===== config.mk =====
export PLATFORM = sky130hd
export DESIGN_NAME = mem_responder_flat
export DESIGN_NICKNAME = d
export VERILOG_FILES = /design/src/rtl/mem_resp_pkg.sv /design/src/rtl/mem_responder_if.sv /design/src/rtl/mem_resp_array.sv /design/src/rtl/mem_responder.sv /design/src/flat_wrapper.sv
export SDC_FILE = /design/constraint.sdc
export NUM_CORES = 1
export LEC_CHECK = 0
export BUFFER_PORTS_ARGS = -buffer_cell sky130_fd_sc_hd__buf_2
export CAP_MARGIN = 20
export CELL_PAD_IN_SITES_DETAIL_PLACEMENT = 1
export CELL_PAD_IN_SITES_GLOBAL_PLACEMENT = 2
export CORE_MARGIN = 10
export CORE_UTILIZATION = 44
export CTS_BUF_LIST = sky130_fd_sc_hd__clkbuf_4 sky130_fd_sc_hd__clkbuf_8 sky130_fd_sc_hd__clkbuf_16
export DETAILED_ROUTE_END_ITERATION = 8
export PLACE_DENSITY = 0.69
export SLEW_MARGIN = 15
export SYNTH_ARGS = -nofsm -noshare
export SYNTH_HDL_FRONTEND = slang
export SYNTH_SLANG_ARGS = --single-unit

===== constraint.sdc =====
create_clock -name Clock -period 2.9 [get_ports Clock]
set_input_delay 0.58 -clock Clock [delete_from_list [all_inputs] [get_ports Clock]]
set_output_delay 0.58 -clock Clock [all_outputs]
set_load 0.02 [all_outputs]

===== src/rtl/mem_resp_pkg.sv =====
// Shared types and sizing for the memory responder.
// MEM_CLEAR_ON_RESET_EN adds the CLEAR state used by the post-reset zeroing sweep.
package mem_resp_pkg;

  localparam int ADDR_W_DEF  = 5;
  localparam int DATA_W_DEF  = 16;
  localparam int MAX_LATENCY = 8;
  // One spare bit so the counter can hold MAX_LATENCY itself.
  localparam int CNT_W       = $clog2(MAX_LATENCY) + 1;

`ifdef MEM_CLEAR_ON_RESET_EN
  typedef enum logic [2:0] {
    ST_IDLE, ST_RD_WAIT, ST_WR_ACK, ST_ERR_ACK, ST_CLEAR
  } state_t;
`else
  typedef enum logic [2:0] {
    ST_IDLE, ST_RD_WAIT, ST_WR_ACK, ST_ERR_ACK
  } state_t;
`endif

endpackage


===== src/rtl/mem_responder_if.sv =====
// Initiator <-> memory responder bus.
interface mem_responder_if #(
  parameter int ADDR_W = 5,
  parameter int DATA_W = 16
);
  // Handshake: a request (ReadEnable or WriteEnable) is accepted only on a rising
  // edge where Busy is low; while Busy is high requests are dropped, not queued.
  // Every accepted request completes with exactly one single-cycle Ack (with Error
  // when both enables were set); DataOut is valid from a read Ack until the next one.
  logic [ADDR_W-1:0] Address;
  logic [DATA_W-1:0] DataIN;
  logic              ReadEnable;
  logic              WriteEnable;
  logic [DATA_W-1:0] DataOut;
  logic              Ack;
  logic              Busy;
  logic              Error;

  modport master (
    output Address, DataIN, ReadEnable, WriteEnable,
    input  DataOut, Ack, Busy, Error
  );

  modport slave (
    input  Address, DataIN, ReadEnable, WriteEnable,
    output DataOut, Ack, Busy, Error
  );
endinterface


===== src/rtl/mem_resp_array.sv =====
// Word storage: one synchronous write port, one asynchronous read port, no reset.
module mem_resp_array #(
  parameter int ADDR_W = 5,
  parameter int DATA_W = 16
) (
  input  logic              clk_i,
  input  logic              we_i,
  input  logic [ADDR_W-1:0] waddr_i,
  input  logic [DATA_W-1:0] wdata_i,
  input  logic [ADDR_W-1:0] raddr_i,
  output logic [DATA_W-1:0] rdata_o
);

  logic [DATA_W-1:0] mem_q [2**ADDR_W];

  always_ff @(posedge clk_i) begin
    if (we_i) mem_q[waddr_i] <= wdata_i;
  end

  assign rdata_o = mem_q[raddr_i];

endmodule


===== src/rtl/mem_responder.sv =====
// Memory responder: FSM, read-latency counter, address latch and output registers.
// Define MEM_CLEAR_ON_RESET_EN to zero the whole array after every reset release.
module mem_responder
  import mem_resp_pkg::*;
#(
  parameter int ADDR_W       = ADDR_W_DEF,
  parameter int DATA_W       = DATA_W_DEF,
  parameter int READ_LATENCY = 1
) (
  input  logic            Clock,
  input  logic            Reset,
  mem_responder_if.slave  bus,
  output state_t          dbg_state_o
);

  localparam logic [CNT_W-1:0] LAT = CNT_W'(READ_LATENCY);

`ifdef MEM_CLEAR_ON_RESET_EN
  localparam state_t RESET_STATE = ST_CLEAR;
`else
  localparam state_t RESET_STATE = ST_IDLE;
`endif

  state_t            state_q;
  logic [CNT_W-1:0]  cnt_q;
  logic [ADDR_W-1:0] addr_q;
  logic [DATA_W-1:0] dout_q;
  logic              ack_q;
  logic              err_q;
`ifdef MEM_CLEAR_ON_RESET_EN
  logic [ADDR_W-1:0] clr_q;
`endif

  logic              mem_we;
  logic [ADDR_W-1:0] mem_waddr;
  logic [DATA_W-1:0] mem_wdata;
  logic [DATA_W-1:0] mem_rdata;

  // Storage is frozen while Reset is held so contents survive a reset untouched.
  always_comb begin
    mem_we    = Reset && (state_q == ST_IDLE) && bus.WriteEnable && !bus.ReadEnable;
    mem_waddr = bus.Address;
    mem_wdata = bus.DataIN;
`ifdef MEM_CLEAR_ON_RESET_EN
    if (state_q == ST_CLEAR) begin
      mem_we    = Reset;
      mem_waddr = clr_q;
      mem_wdata = '0;
    end
`endif
  end

  mem_resp_array #(.ADDR_W(ADDR_W), .DATA_W(DATA_W)) u_array (
    .clk_i   (Clock),
    .we_i    (mem_we),
    .waddr_i (mem_waddr),
    .wdata_i (mem_wdata),
    .raddr_i (addr_q),
    .rdata_o (mem_rdata)
  );

  always_ff @(posedge Clock or negedge Reset) begin
    if (!Reset) begin
      state_q <= RESET_STATE;
      cnt_q   <= '0;
      addr_q  <= '0;
      dout_q  <= '0;
      ack_q   <= 1'b0;
      err_q   <= 1'b0;
`ifdef MEM_CLEAR_ON_RESET_EN
      clr_q   <= '0;
`endif
    end else begin
      ack_q <= 1'b0;
      err_q <= 1'b0;
      case (state_q)
        ST_IDLE: begin
          case ({bus.ReadEnable, bus.WriteEnable})
            2'b10: begin
              addr_q  <= bus.Address;
              cnt_q   <= CNT_W'(1);
              state_q <= ST_RD_WAIT;
            end
            2'b01: begin
              ack_q   <= 1'b1;
              state_q <= ST_WR_ACK;
            end
            2'b11: begin
              ack_q   <= 1'b1;
              err_q   <= 1'b1;
              state_q <= ST_ERR_ACK;
            end
            default: ;
          endcase
        end
        ST_RD_WAIT: begin
          if (cnt_q == LAT) begin
            dout_q  <= mem_rdata;
            ack_q   <= 1'b1;
            cnt_q   <= '0;
            state_q <= ST_IDLE;
          end else begin
            cnt_q <= cnt_q + CNT_W'(1);
          end
        end
        ST_WR_ACK, ST_ERR_ACK: state_q <= ST_IDLE;
`ifdef MEM_CLEAR_ON_RESET_EN
        ST_CLEAR: begin
          clr_q <= clr_q + ADDR_W'(1);
          if (clr_q == '1) state_q <= ST_IDLE;
        end
`endif
        default: state_q <= ST_IDLE;
      endcase
    end
  end

  assign bus.DataOut  = dout_q;
  assign bus.Ack      = ack_q;
  assign bus.Error    = err_q;
  assign bus.Busy     = (state_q != ST_IDLE);
  assign dbg_state_o  = state_q;

endmodule


===== src/flat_wrapper.sv =====
// flat-port wrapper written by rule: the top's interface ports become plain ports
module mem_responder_flat import mem_resp_pkg::*;
#(
  parameter int ADDR_W       = ADDR_W_DEF,
  parameter int DATA_W       = DATA_W_DEF,
  parameter int READ_LATENCY = 1
)
  (Clock, Reset, dbg_state_o, bus_Address, bus_DataIN, bus_ReadEnable, bus_WriteEnable, bus_DataOut, bus_Ack, bus_Busy, bus_Error);
  mem_responder_if #(.ADDR_W(ADDR_W), .DATA_W(DATA_W)) bus_i ();
  input  logic Clock;
  input  logic Reset;
  output state_t dbg_state_o;
  input wire logic [$bits(bus_i.Address)-1:0] bus_Address;
  input wire logic [$bits(bus_i.DataIN)-1:0] bus_DataIN;
  input wire logic [$bits(bus_i.ReadEnable)-1:0] bus_ReadEnable;
  input wire logic [$bits(bus_i.WriteEnable)-1:0] bus_WriteEnable;
  output wire logic [$bits(bus_i.DataOut)-1:0] bus_DataOut;
  output wire logic [$bits(bus_i.Ack)-1:0] bus_Ack;
  output wire logic [$bits(bus_i.Busy)-1:0] bus_Busy;
  output wire logic [$bits(bus_i.Error)-1:0] bus_Error;
  assign bus_i.Address = bus_Address;
  assign bus_i.DataIN = bus_DataIN;
  assign bus_i.ReadEnable = bus_ReadEnable;
  assign bus_i.WriteEnable = bus_WriteEnable;
  assign bus_DataOut = bus_i.DataOut;
  assign bus_Ack = bus_i.Ack;
  assign bus_Busy = bus_i.Busy;
  assign bus_Error = bus_i.Error;
  mem_responder #(.ADDR_W(ADDR_W), .DATA_W(DATA_W), .READ_LATENCY(READ_LATENCY)) u_core (.Clock(Clock), .Reset(Reset), .bus(bus_i), .dbg_state_o(dbg_state_o));
endmodule

==> flow_metrics.tcl <==
set metrics [dict create \
    rows 80 \
    setup_violations 0 \
    io_pins 47 \
    numPlacedInstances 1833 \
    fmax_mhz 410 \
    fin_crit_sh_pct 84.1 \
    rr_startpoint "u_core.addr_q[0]$_DFFE_PN0P_" \
    remaining_drc_errors 0 \
    ctsResizeCount 0 \
    hold_viol 0 \
    startpoint_type "register" \
    grt_usage_pct 19.5 \
    wirelength_mm 55.5 \
    synthArstFlopShare_pct 5.36 \
    ff2ff_setup_slack_ns 0.46 \
    dr.pass1.iters 5 \
    yosys.area.top_type_share_pct 72.2 \
    p_per_area_mw_per_mm2 946 \
    die_x_um 240 \
    cts_root_buf "clkbuf_16" \
    critPathRequiredTime_ns 3.42 \
    crit_type "reg -> reg" \
    tns_ns 0 \
    cts_max_level 2 \
    syn_avg_cell_area_sq_um 18.2 \
    whs_ns 0.101 \
    synth_top_area_cell "edfxtp_1" \
    clkTransAtPathRegs_ns 0.06 \
    drive_above_1_share_pct 21.1 \
    rsz0062_at_grt "no" \
    cts_tree "built" \
    endpoint_kind "register" \
    start_util_pct 44.6 \
    synth-edff-count 512 \
    slowest_delay_ns 0.61 \
    drv_slew 0 \
    drv_cap 0 \
    status "complete, no violations" \
    busiest_layer "met2" \
    syn_to_final_growth_pct 14.9 \
    grt_max_degree 60 \
    synth_area_sq_mm 0.0213 \
    period_minus_slack_ns 2.44 \
    cts.sinks 541 \
    grt_pass1_wl_mm 81.5 \
    syn_nets 1192 \
    fill_cells 4336 \
    yosys_warnings 0 \
    globalRouteOverflowTotal 0 \
    grt_pass1_vias 11800 \
    diodes 0 \
    cts_buffers 56 \
    rr_endpoint "u_core.bus.DataOut[9]$_DFFE_PN0P_" \
    leakagePower_nw 8.60 \
    synth_area_leaders "edfxtp_1 72%, mux2i_1 12%, dfrtp_1 3.4%" \
    synth_flop_cell "edfxtp_1" \
    ant_nets 0 \
    cpMaxStageDelayCell "a221oi_1" \
    clock_latency_ns 0.61 \
    routedWlPerCell_um 28.6 \
    tightest_slew_ns 0.971 \
    crit_fanout 18 \
    use_met2_pct 31.3 \
    routabilityCongestion 0.777 \
    r2r_cells 6 \
    die_h_um 240 \
    postSynthCellCount 1167 \
    post_cts_buffers 0 \
    cp.arrival_ns 2.95 \
    relSlewSlack_pct 35.3 \
    synth_cell_type_count 43 \
    vias 11200 \
    ys_seq_area_share_pct 75.6 \
    core_sq_mm 0.0477 \
    crit_chain "buf_12, mux2i_1, a22o_1, a221oi_1, o22ai_1, o41ai_2" \
    cts_hold_buf 0 \
    io_buffers 45 \
    layout.nets 1301 \
    design_power_total_mw 23.1 \
    dp_hpwl_mm 33.8 \
    met3_usage_pct 3.79 \
    die-area_sq_mm 0.0576 \
    drtIter0Drc 887 \
    finalNonFillerCells 1939 \
    met1_usage_pct 27.0 \
    cts_buffer_depth 3 \
    viasPerCell 5.77 \
    utilization_pct 51.2 \
    antenna_found_initial 2 \
    synth_seq_cells 541 \
    skew_ns 0.0190 \
    ir_drop_mv 0.589 \
    min_path_type "in -> async" \
]
==> worst max-delay path, delay by kind of cell (launching register included) <==
family          cells  cell delay (ns)
compound gates      4             1.46
buf+inv             1             0.19
flops               1             0.55
mux                 1             0.13
==> cell usage after synthesis (all sizes together) (2+ instances only) <==
| cell | instances |
|---|---|
| edfxtp | 512 |
| mux2i | 256 |
| a22oi | 64 |
| buf | 46 |
| nor2 | 41 |
| a21oi | 34 |
| a221oi | 32 |
| a22o | 32 |
| dfrtp | 29 |
| clkbuf | 24 |
| nand2 | 24 |
| o22ai | 16 |
| o41ai | 16 |
| o21ai | 6 |
| mux2 | 5 |
| inv | 3 |
| nand2b | 3 |
| nand3b | 3 |
| nor2b | 3 |
| nand3 | 2 |
| nor4b | 2 |
| or3 | 2 |
| or3b | 2 |
==> logic make-up after synthesis <==
| group | Yosys count | share of synthesized area, % |
|---|---|---|
| DFF | 541 | 75.6 |
| AOI/OAI and AO/OA | 203 | 7.87 |
| other | 1 | 0.0176 |
| buffers and inverters | 73 | 2.24 |
| and+or+nand+nor | 88 | 1.95 |
| muxes | 261 | 12.3 |
==> registers in the layout, indices dropped and copies added, names as in the netlist <==
register,cells
u_core.u_array.mem_q,512
u_core.dbg_state_o,2
u_core.bus.DataOut,16
u_core.cnt_q,4
u_core.addr_q,5
u_core.bus.Ack,1
u_core.bus.Error,1
==> routing by layer <==
| layer | part of all wire, % | up-vias |
|---|---|---|
| met5 | 0.023 | - |
| met1 | 46 | 5939 |
| met4 | 1.8 | 2 |
| met2 | 47 | 233 |
| met3 | 4.7 | 72 |
| li1 | - | 4938 |
==> where the power goes <==
group	switching [mW]	internal, mW	total (mW)
combinational	4.19	2.66	6.85
clock	2.99	4.30	7.29
sequential	0.233	8.76	8.99
==> area by class of cell <==
cell class / count / area (sq um) / area share (%)
Sequential cell: 541 / 16100 / 65.8
Multi-Input combinational cell: 553 / 4780 / 19.6
Clock buffer: 77 / 1600 / 6.52
Timing Repair Buffer: 121 / 908 / 3.71
Tap cell: 615 / 769 / 3.15
Clock inverter: 29 / 285 / 1.17
Inverter: 3 / 11.3 / 0.0460
==> placed cells by master (no fill, tap or decap), types with 5 or more instances in the layout <==
| cell | n |
|---|---|
| a21oi_1 | 34 |
| a221oi_1 | 21 |
| a221oi_2 | 11 |
| a22o_1 | 32 |
| a22oi_1 | 64 |
| buf_12 | 9 |
| buf_2 | 45 |
| buf_4 | 67 |
| bufinv_16 | 5 |
| clkbuf_16 | 57 |
| clkbuf_4 | 17 |
| clkinv_1 | 6 |
| clkinv_2 | 11 |
| dfrtp_1 | 28 |
| edfxtp_1 | 512 |
| mux2_2 | 5 |
| mux2i_1 | 256 |
| nand2_1 | 23 |
| nor2_1 | 22 |
| nor2_2 | 18 |
| o21ai_0 | 6 |
| o22ai_1 | 16 |
| o41ai_2 | 14 |
==> stage by stage <==
stage / setup WS (ns) / instance area, sq um
5_1_grt: 0.308 / 24500
4_1_cts: 0.432 / 24500
3_3_place_gp: 0.458 / 22600
3_5_place_dp: 0.415 / 22600
2_1_floorplan: 0.437 / 21300
6_report: 0.461 / 24500
==> how the worst max path moves through the flow <==
stage / startpoint / to / slack (ns) / cells after the start
2_1_floorplan: u_core.dbg_state_o[1]$_DFFE_PN0P_ / u_core.u_array.mem_q[12][0]$_DFFE_PP_ / 0.44 / 5
3_3_place_gp: bus_ReadEnable / u_core.u_array.mem_q[0][11]$_DFFE_PP_ / 0.46 / 5
3_5_place_dp: bus_ReadEnable / u_core.u_array.mem_q[0][5]$_DFFE_PP_ / 0.41 / 5
4_1_cts: u_core.addr_q[0]$_DFFE_PN0P_ / u_core.bus.DataOut[4]$_DFFE_PN0P_ / 0.43 / 7
5_1_grt: u_core.addr_q[0]$_DFFE_PN0P_ / u_core.bus.DataOut[4]$_DFFE_PN0P_ / 0.31 / 7
6_report: u_core.addr_q[0]$_DFFE_PN0P_ / u_core.bus.DataOut[9]$_DFFE_PN0P_ / 0.46 / 6
Power figures use the tool's default switching activity.
